==> src/rtl/uart_calc_parser.sv <==
// UART calculator: parses "<A><op><B><term>" from the RX byte stream and returns a signed result.
// Define UART_CALC_DIV_EN to add '/' with an OPW-cycle restoring divider.
//
// state  | meaning
// S_IDLE | waiting for first byte, accumulators cleared
// S_OPA  | accumulating operand A
// S_OPB  | operator latched, accumulating operand B
// S_CALC | evaluating (one cycle, or OPW+1 cycles for divide)
// S_OUT  | result held until res_ready
module uart_calc_parser #(
    parameter int OPW  = 16,
    parameter int RESW = 32
) (
    input  logic            clk,
    input  logic            rst,
    input  logic [7:0]      rx_data,
    input  logic            rx_valid,
    input  logic            res_ready,
    output logic [RESW-1:0] res_data,
    output logic            res_valid,
    output logic            res_err,
    output logic            busy
);

    typedef enum logic [2:0] {S_IDLE, S_OPA, S_OPB, S_CALC, S_OUT} state_e;
    typedef enum logic [1:0] {OP_ADD, OP_SUB, OP_MUL, OP_DIV} op_e;

    state_e          state_q;
    op_e             op_q, op_d;
    logic [OPW-1:0]  acc_a_q, acc_b_q, acc_sel;
    logic            err_q, seen_a_q, seen_b_q;
    logic [7:0]      rx_byte_q;
    logic            rx_vld_q;
    logic [RESW-1:0] res_data_q, calc_d, a_ext, b_ext;
    logic            res_valid_q, res_err_q, busy_q, res_err_d;
    logic            is_digit, is_op, is_term, is_ign, acc_ovf, div_run;
    logic [OPW+3:0]  acc_wide_d;

`ifdef UART_CALC_DIV_EN
    localparam int CW = $clog2(OPW + 1);
    logic [OPW-1:0] rem_q, quo_q;
    logic [CW-1:0]  cnt_q;
    logic [OPW:0]   shifted, diff;
    logic           ge;
`endif

    always_comb begin
        is_digit = (rx_byte_q >= 8'h30) && (rx_byte_q <= 8'h39);
        is_term  = (rx_byte_q == 8'h3D) || (rx_byte_q == 8'h0D);
        is_ign   = (rx_byte_q == 8'h20) || (rx_byte_q == 8'h0A);
        is_op    = 1'b1;
        op_d     = OP_ADD;
        case (rx_byte_q)
            8'h2B:   op_d = OP_ADD;
            8'h2D:   op_d = OP_SUB;
            8'h2A:   op_d = OP_MUL;
`ifdef UART_CALC_DIV_EN
            8'h2F:   op_d = OP_DIV;
`endif
            default: is_op = 1'b0;
        endcase
        // Wide enough that acc*10+9 never wraps, so overflow is just the top bits.
        acc_sel    = (state_q == S_OPB) ? acc_b_q : acc_a_q;
        acc_wide_d = {4'b0000, acc_sel} * (OPW+4)'(10) + {{OPW{1'b0}}, rx_byte_q[3:0]};
        acc_ovf    = |acc_wide_d[OPW+3:OPW];

        a_ext     = {{(RESW-OPW){1'b0}}, acc_a_q};
        b_ext     = {{(RESW-OPW){1'b0}}, acc_b_q};
        res_err_d = err_q;
        div_run   = 1'b0;
        case (op_q)
            OP_SUB:  calc_d = a_ext - b_ext;
            OP_MUL:  calc_d = a_ext * b_ext;
            OP_DIV:  calc_d = '0;
            default: calc_d = a_ext + b_ext;
        endcase
`ifdef UART_CALC_DIV_EN
        shifted = {rem_q, quo_q[OPW-1]};
        diff    = shifted - {1'b0, acc_b_q};
        ge      = shifted >= {1'b0, acc_b_q};
        if (op_q == OP_DIV) begin
            calc_d  = {{(RESW-OPW){1'b0}}, quo_q};
            div_run = (cnt_q != '0);
            if (acc_b_q == '0) res_err_d = 1'b1;
        end
`endif
    end

    always_ff @(posedge clk or posedge rst) begin
        if (rst) begin
            state_q     <= S_IDLE;
            op_q        <= OP_ADD;
            acc_a_q     <= '0;
            acc_b_q     <= '0;
            err_q       <= 1'b0;
            seen_a_q    <= 1'b0;
            seen_b_q    <= 1'b0;
            rx_byte_q   <= '0;
            rx_vld_q    <= 1'b0;
            res_data_q  <= '0;
            res_valid_q <= 1'b0;
            res_err_q   <= 1'b0;
            busy_q      <= 1'b0;
`ifdef UART_CALC_DIV_EN
            rem_q       <= '0;
            quo_q       <= '0;
            cnt_q       <= '0;
`endif
        end else begin
            // Bytes arriving while busy are dropped at the input register.
            rx_vld_q  <= rx_valid && (state_q != S_CALC) && (state_q != S_OUT);
            rx_byte_q <= rx_data;
            case (state_q)
                S_IDLE, S_OPA, S_OPB: begin
                    if (rx_vld_q && !is_ign) begin
                        if (is_digit) begin
                            if (acc_ovf) err_q <= 1'b1;
                            else if (state_q == S_OPB) acc_b_q <= acc_wide_d[OPW-1:0];
                            else acc_a_q <= acc_wide_d[OPW-1:0];
                            if (state_q == S_OPB) seen_b_q <= 1'b1;
                            else seen_a_q <= 1'b1;
                            if (state_q == S_IDLE) state_q <= S_OPA;
                        end else if ((is_op || is_term) && state_q == S_IDLE) begin
                            err_q   <= 1'b1;
                            state_q <= S_OPA;
                        end else if (is_op) begin
                            if (state_q == S_OPA) begin
                                op_q    <= op_d;
                                state_q <= S_OPB;
                                if (!seen_a_q) err_q <= 1'b1;
                            end else begin
                                err_q <= 1'b1;
                            end
                        end else if (is_term) begin
                            if (state_q == S_OPA || !seen_b_q) err_q <= 1'b1;
                            state_q <= S_CALC;
                            busy_q  <= 1'b1;
`ifdef UART_CALC_DIV_EN
                            rem_q   <= '0;
                            quo_q   <= acc_a_q;
                            cnt_q   <= CW'(OPW);
`endif
                        end else begin
                            err_q <= 1'b1;
                        end
                    end
                end
                S_CALC: begin
                    if (div_run) begin
`ifdef UART_CALC_DIV_EN
                        rem_q <= ge ? diff[OPW-1:0] : shifted[OPW-1:0];
                        quo_q <= {quo_q[OPW-2:0], ge};
                        cnt_q <= cnt_q - CW'(1);
`endif
                    end else begin
                        state_q     <= S_OUT;
                        res_valid_q <= 1'b1;
                        res_err_q   <= res_err_d;
                        res_data_q  <= res_err_d ? '0 : calc_d;
                    end
                end
                S_OUT: begin
                    if (res_ready) begin
                        state_q     <= S_IDLE;
                        res_valid_q <= 1'b0;
                        busy_q      <= 1'b0;
                        op_q        <= OP_ADD;
                        acc_a_q     <= '0;
                        acc_b_q     <= '0;
                        err_q       <= 1'b0;
                        seen_a_q    <= 1'b0;
                        seen_b_q    <= 1'b0;
                    end
                end
                default: state_q <= S_IDLE;
            endcase
        end
    end

    assign res_data  = res_data_q;
    assign res_valid = res_valid_q;
    assign res_err   = res_err_q;
    assign busy      = busy_q;

endmodule

==> config.mk <==
export PLATFORM = sky130hd
export DESIGN_NAME = uart_calc_parser
export DESIGN_NICKNAME = d
export VERILOG_FILES = /design/src/rtl/uart_calc_parser.sv
export SDC_FILE = /design/constraint.sdc
export NUM_CORES = 1
export LEC_CHECK = 0
export CORE_ASPECT_RATIO = 2
export CORE_MARGIN = 5
export CORE_UTILIZATION = 30
export DETAILED_ROUTE_END_ITERATION = 16
export PLACE_DENSITY = 0.57
export SLEW_MARGIN = 25
export SYNTH_ARGS = -nofsm -noshare
export SYNTH_HDL_FRONTEND = slang
export SYNTH_SLANG_ARGS = --single-unit
==> constraint.sdc <==
create_clock -name clk -period 10.4 [get_ports clk]
set_input_delay 1.04 -clock clk [delete_from_list [all_inputs] [get_ports clk]]
set_output_delay 1.04 -clock clk [all_outputs]
set_load 0.01 [all_outputs]
# Yosys cells after proc, flatten, opt, wreduce, memory -nomap -nowiden
# Index checks and enable logic that the tools add are counted.
dict set report op_classes {
  n_eq_ne 34
  addsub 3
  mux 58
  multipliers 2
  n_reduce_logical 26
  n_lt_le_gt_ge 2
}
# operator count
set ops {}
lappend ops {{$mux W16} 10}
lappend ops {{$pmux W32 S3} 1}
lappend ops {{$pmux W16 S2} 2}
lappend ops {{$eq A8 B6 Y1 const B} 5}
lappend ops {{$mul A16 B16 Y32} 1}
lappend ops {{$mux W32} 1}
lappend ops {{$mux W3} 8}
lappend ops {{$ne A2 B2 Y1 const B} 12}
lappend ops {{$mux W1} 22}
lappend ops {{$add A20 B4 Y20} 1}
lappend ops {{$mul A16 B3 Y19 const B} 1}
lappend ops {{$reduce_and A6 Y1} 3}
lappend ops {{$add A16 B16 Y17} 1}
lappend ops {{$sub A16 B16 Y17} 1}
lappend ops {{$eq A8 B4 Y1 const B} 2}
lappend ops {{$reduce_and A5 Y1} 3}
lappend ops {{$reduce_and A7 Y1} 2}
lappend ops {{$mux W2} 6}
lappend ops {{$ne A6 B6 Y1 const B} 2}
lappend ops {{$ne A5 B5 Y1 const B} 2}
lappend ops {{$pmux W1 S2} 5}
lappend ops {{$ne A3 B3 Y1 const B} 3}
lappend ops {{$pmux W3 S3} 1}
lappend ops {{$ge A8 B6 Y1 const B} 1}
lappend ops {{other kinds (16)} 29}
dict set report totals {
  reg_bits 84
  out_inout_bits 35
  wordCells 138
  in_bits 12
}

# Logic depth before layout (Yosys ltp)
dict set report depth {
  ltp_word 9
  ltp_mapped 25
  depth_no_buf 24
}

# Least setup slack after synthesis
# Ideal clock, no wire load.
dict set report synth_timing {
  path_kind {register -> register}
  from {reg acc_b_q[1]}
  to {reg res_data_q[31], in the netlist res_data[31]}
  path_slack_ps 3971
  path_buffers 1
  required_time_ps 10262
  path_stages_with_launch 22
  setup_time_ps 138
  arrival_ps 6291
  period_less_slack_ps 6429
  cell_sequence {dfrtp_1 clkbuf_1 nand2_1 fa_1 fa_1 fa_1 inv_1 fa_1 fa_1 inv_1 fa_1 inv_1 ha_1 and4_1 and3_1 a2111oi_0 a31oi_1 a31oi_1 o21ai_0 a211oi_1 xnor2_1 o211ai_1}
}
dict set report synth_via {
  elab_chain_len 3
}
# item line_no
set synth_lines {}
lappend synth_lines {{start: declaration} 30} ;# logic [OPW-1:0] acc_a_q, acc_b_q, acc_sel;
lappend synth_lines {{start signal: assignment} 118} ;# else if (state_q == S_OPB) acc_b_q <= acc_wide_d[OPW-1:0];
lappend synth_lines {{$mul A16 B16 Y32 or $sub A16 B16 Y17 (tied branches)} {73, 72}}
lappend synth_lines {{$pmux W32 S3 (*)} 71} ;# case (op_q)
lappend synth_lines {{$mux W32 (*)} 159} ;# res_data_q <= res_err_d ? '0 : calc_d;
lappend synth_lines {{end signal: assignment} 159}
lappend synth_lines {{end: declaration} 34} ;# logic [RESW-1:0] res_data_q, calc_d, a_ext, b_ext;
# Mark *: on every way between the ends. The rest lies on a longest branch, timed or not.
# A chain may end at the register's enable or synchronous reset.

# Worst setup path in the final report
dict set report layout_timing {
  from {reg acc_a_q[4]}
  to {reg res_data_q[14], in the netlist res_data[14]}
}
dict set report layout_via {
  elab_chain_len 3
}
# item line_no
set layout_lines {}
lappend layout_lines {{start: declaration} 30}
lappend layout_lines {{start signal: assignment} 119} ;# else acc_a_q <= acc_wide_d[OPW-1:0];
lappend layout_lines {{$mul A16 B16 Y32 (tied with other cells)} 73} ;# OP_MUL: calc_d = a_ext * b_ext;
lappend layout_lines {{$pmux W32 S3 (*)} 71}
lappend layout_lines {{$mux W32 (*)} 159}
# Marked as above.

==> results.md <==
* Status: completed
* CTS Root Cell: clkbuf_16
* RSZ-0062 raised after global routing: no
* Worst setup EP type: register
* Worst-path fanout max at 19
* Routed WL at about 54000 um
* Hold Vio Cnt, Final at 0
* Vias at roughly 13000
* Number of port buffers at 46
* Fin nets at 2106
* 1st-iter DRT viols at ~740
* Core Region at 49800 um2
* Gate Count Post-Synth at approximately 1700
* Num rows at 116
* Routed Antenna Nets at 0
* Max_cap viols at 0
* Initial antenna violation count at 0
* Placer Congestion at roughly 0.99
* Critical path class: reg2reg
* Mapped Avg Cell Area at just under 9 um2
* Post-synth EDFFs at 0
* Slew Viols, Final at 0
* Pre-Repair DR Iteration Count at 5
* Clk pin slew, worst setup/hold paths at around 0.07 ns
* Synth async-reset ratio at 1.00
* Global Route Usage Sum at 0.196
* CP max stage delay at between 0.9 and 1 ns
* Fin crit period at 7.57 ns
* CTS tree: done
* Fmax at about 130 MHz
* Ports at 47
* Critical-path top delay cell: o311ai_0
* Ys Warns at 0
* Final period utilization at 0.728
* First-pass GRT wire length at about 82000 um
* Clk_lat worst skew at about 0.36 ns
* Final setup skew at 0.00775 ns
* CTS max path bufs at 2
* Worst slack, placed at 2.87 ns
* Relative slew slack at 0.231
* Initial Utilization at 0.302
* CTS sink cnt at 84
* Slew @ Worst Pin at between 1 and 1.5 ns
* CTS resizes at 0
* Wire per inst at between 20 and 25 um
* GRT Residual Overflow at 0
* CP Launch Type: register
* Delay-heaviest family, CP: adder cells
* Final setup violating endpoints at 0
* CP cell instances: ha_1, fa_1, inv_1, fa_1, inv_1, ha_1, fa_1, fa_1, inv_1, fa_1, inv_1, ha_1, a21oi_1, nand2_1, o21ai_0, o21ba_2, nor2b_1, o21a_1, o311ai_0, o21ai_0, a32o_1
* FF+latch count, synth at 84
* Total negative setup slack at 0 ns
* # DRC at 0
* Die area at between 50000 and 60000 um2
* Largest net degree at the start of global routing at 85
* Most common cell on crit path: fa_1
* H-Tree Depth at 3
* Hold_ws at around 0.50 ns
* Hold Buf Count CTS at 0
* Vias in the first global route at roughly 14000
* Vias per inst at approximately 5.3
* Die Ht at 326 um
* Post-synth top flop: dfrtp_1
* Crit path required time at between 10 and 15 ns
* Width of the die at 168 um
* CTS Buf Count at 9
* Share of post-route cells with drive strength above 1 at 0.0525
* Main area contributors after synthesis: fa_1, dfrtp_1, ha_1
* DP Wirelength at 44000 um
* Post-route setup slack at ~2.8 ns
* Synth top area share at 0.264
* Yosys top cell by area: fa_1
* Top sig layer: met4
* Met1 WL at roughly 16000 um
* DR WL met3 at about 1500 um
* Routed wire length on met2 at between 20000 and 30000 um
* Yosys cell types at 78
* WP buf/inv at 4
* Setup bufs post-CTS at 0
* Cell area after synthesis at approximately 15000 um2
* Diodes inserted at 0
* Syn nets at around 2100
* HP Class: reg2reg
* Area Growth Syn to Fin at 9.94%
* Crit path arrival time at 7.82 ns
* Seq/Total Area, Yosys at 0.140
==> per-stage QoR <==
| stage | area (um2) | instances | util |
|---|---|---|---|
| 2_1_floorplan | 15000 | 1716 | - |
| 3_3_place_gp | 16200 | 2367 | 0.325 |
| 3_5_place_dp | 16200 | 2367 | 0.326 |
| 4_1_cts | 16500 | 2383 | 0.332 |
| 5_1_grt | 16500 | 2383 | 0.332 |
| 6_report | 16500 | 2383 | 0.332 |
==> cell usage in the layout, fill, tap and decap left out, types with 13 or more instances in the layout <==
| cell | count |
|---|---|
| a21o_1 | 30 |
| o2bb2ai_1 | 16 |
| nand2_1 | 220 |
| inv_1 | 288 |
| a211oi_1 | 15 |
| mux2_2 | 22 |
| o211ai_1 | 18 |
| ha_1 | 167 |
| fa_1 | 198 |
| buf_4 | 28 |
| clkdlybuf4s50_1 | 46 |
| nor2_1 | 68 |
| nor2b_1 | 15 |
| dfrtp_1 | 84 |
| xor2_1 | 20 |
| a21oi_1 | 71 |
| nand3_1 | 20 |
| o21ai_0 | 60 |
| xnor2_1 | 30 |
| nor3_1 | 16 |
| o21a_1 | 13 |
| and2_1 | 105 |
==> Yosys cell counts, types with 8 or more instances <==
master	n
fa_1	198
xor2_1	20
xnor2_1	30
ha_1	167
o21ai_0	60
a21o_1	30
inv_1	289
dfrtp_1	84
o2bb2ai_1	16
mux2_2	22
o211ai_1	18
nor2_1	68
clkbuf_1	64
a21oi_1	71
o21a_1	13
a31oi_1	8
and2_1	105
nor3_1	17
nor2b_1	15
a211oi_1	15
nand2b_1	8
nand2_1	220
nand3_1	20
==> per-layer routing <==
metal	vias to the layer above	GRT usage
met5	-	0
met4	0	0.196
met3	226	0.0166
met2	403	0.376
met1	6401	0.170
li1	5619	-
==> state kept, by name, summed over array words and instances, names as in the netlist <==
name / cells
acc_a_q: 16
acc_b_q: 16
busy: 1
err_q: 1
op_q: 2
res_data: 32
res_err: 1
res_valid: 1
rx_byte_q: 8
rx_vld_q: 1
seen_a_q: 1
seen_b_q: 1
state_q: 3
==> final timing paths <==
kind / from / to / slack (ns) / depth (start not counted)
max: acc_a_q[4] / res_data[14] / 2.83 / 21
min: acc_b_q[13] / acc_b_q[13] / 0.50 / 1
max reg2reg: acc_a_q[4] / res_data[14] / 2.83 / 21
min reg2reg: acc_b_q[13] / acc_b_q[13] / 0.50 / 1
max in group asynchronous: rst / acc_b_q[2] / 8.60 / 3
min in group asynchronous: rst / rx_byte_q[3] / 1.23 / 3
==> cells by family (layout without fill, tap and decap cells) <==
family	Yosys count	in the layout	synth area share
and+or+nand+nor	499	499	0.160
adders and majority gates	365	365	0.403
buffers and inverters	363	381	0.0933
AOI/OAI and AO/OA	321	321	0.148
DFF	84	84	0.140
xor gates and xnor gates	50	50	0.0292
muxes	34	34	0.0266
==> layout make-up <==
type	instances	area, um2
fill	5160	33300
multi-input combinational	1269	11500
sequential	84	2100
inverter	290	1090
tap	649	812
timing repair buffer	75	682
clock buffer	9	225
clock inverter	7	80.1
Power is left out: the tool's default activity adds up to more than one toggle a clock period on the data nets, which glitch-free logic cannot reach.
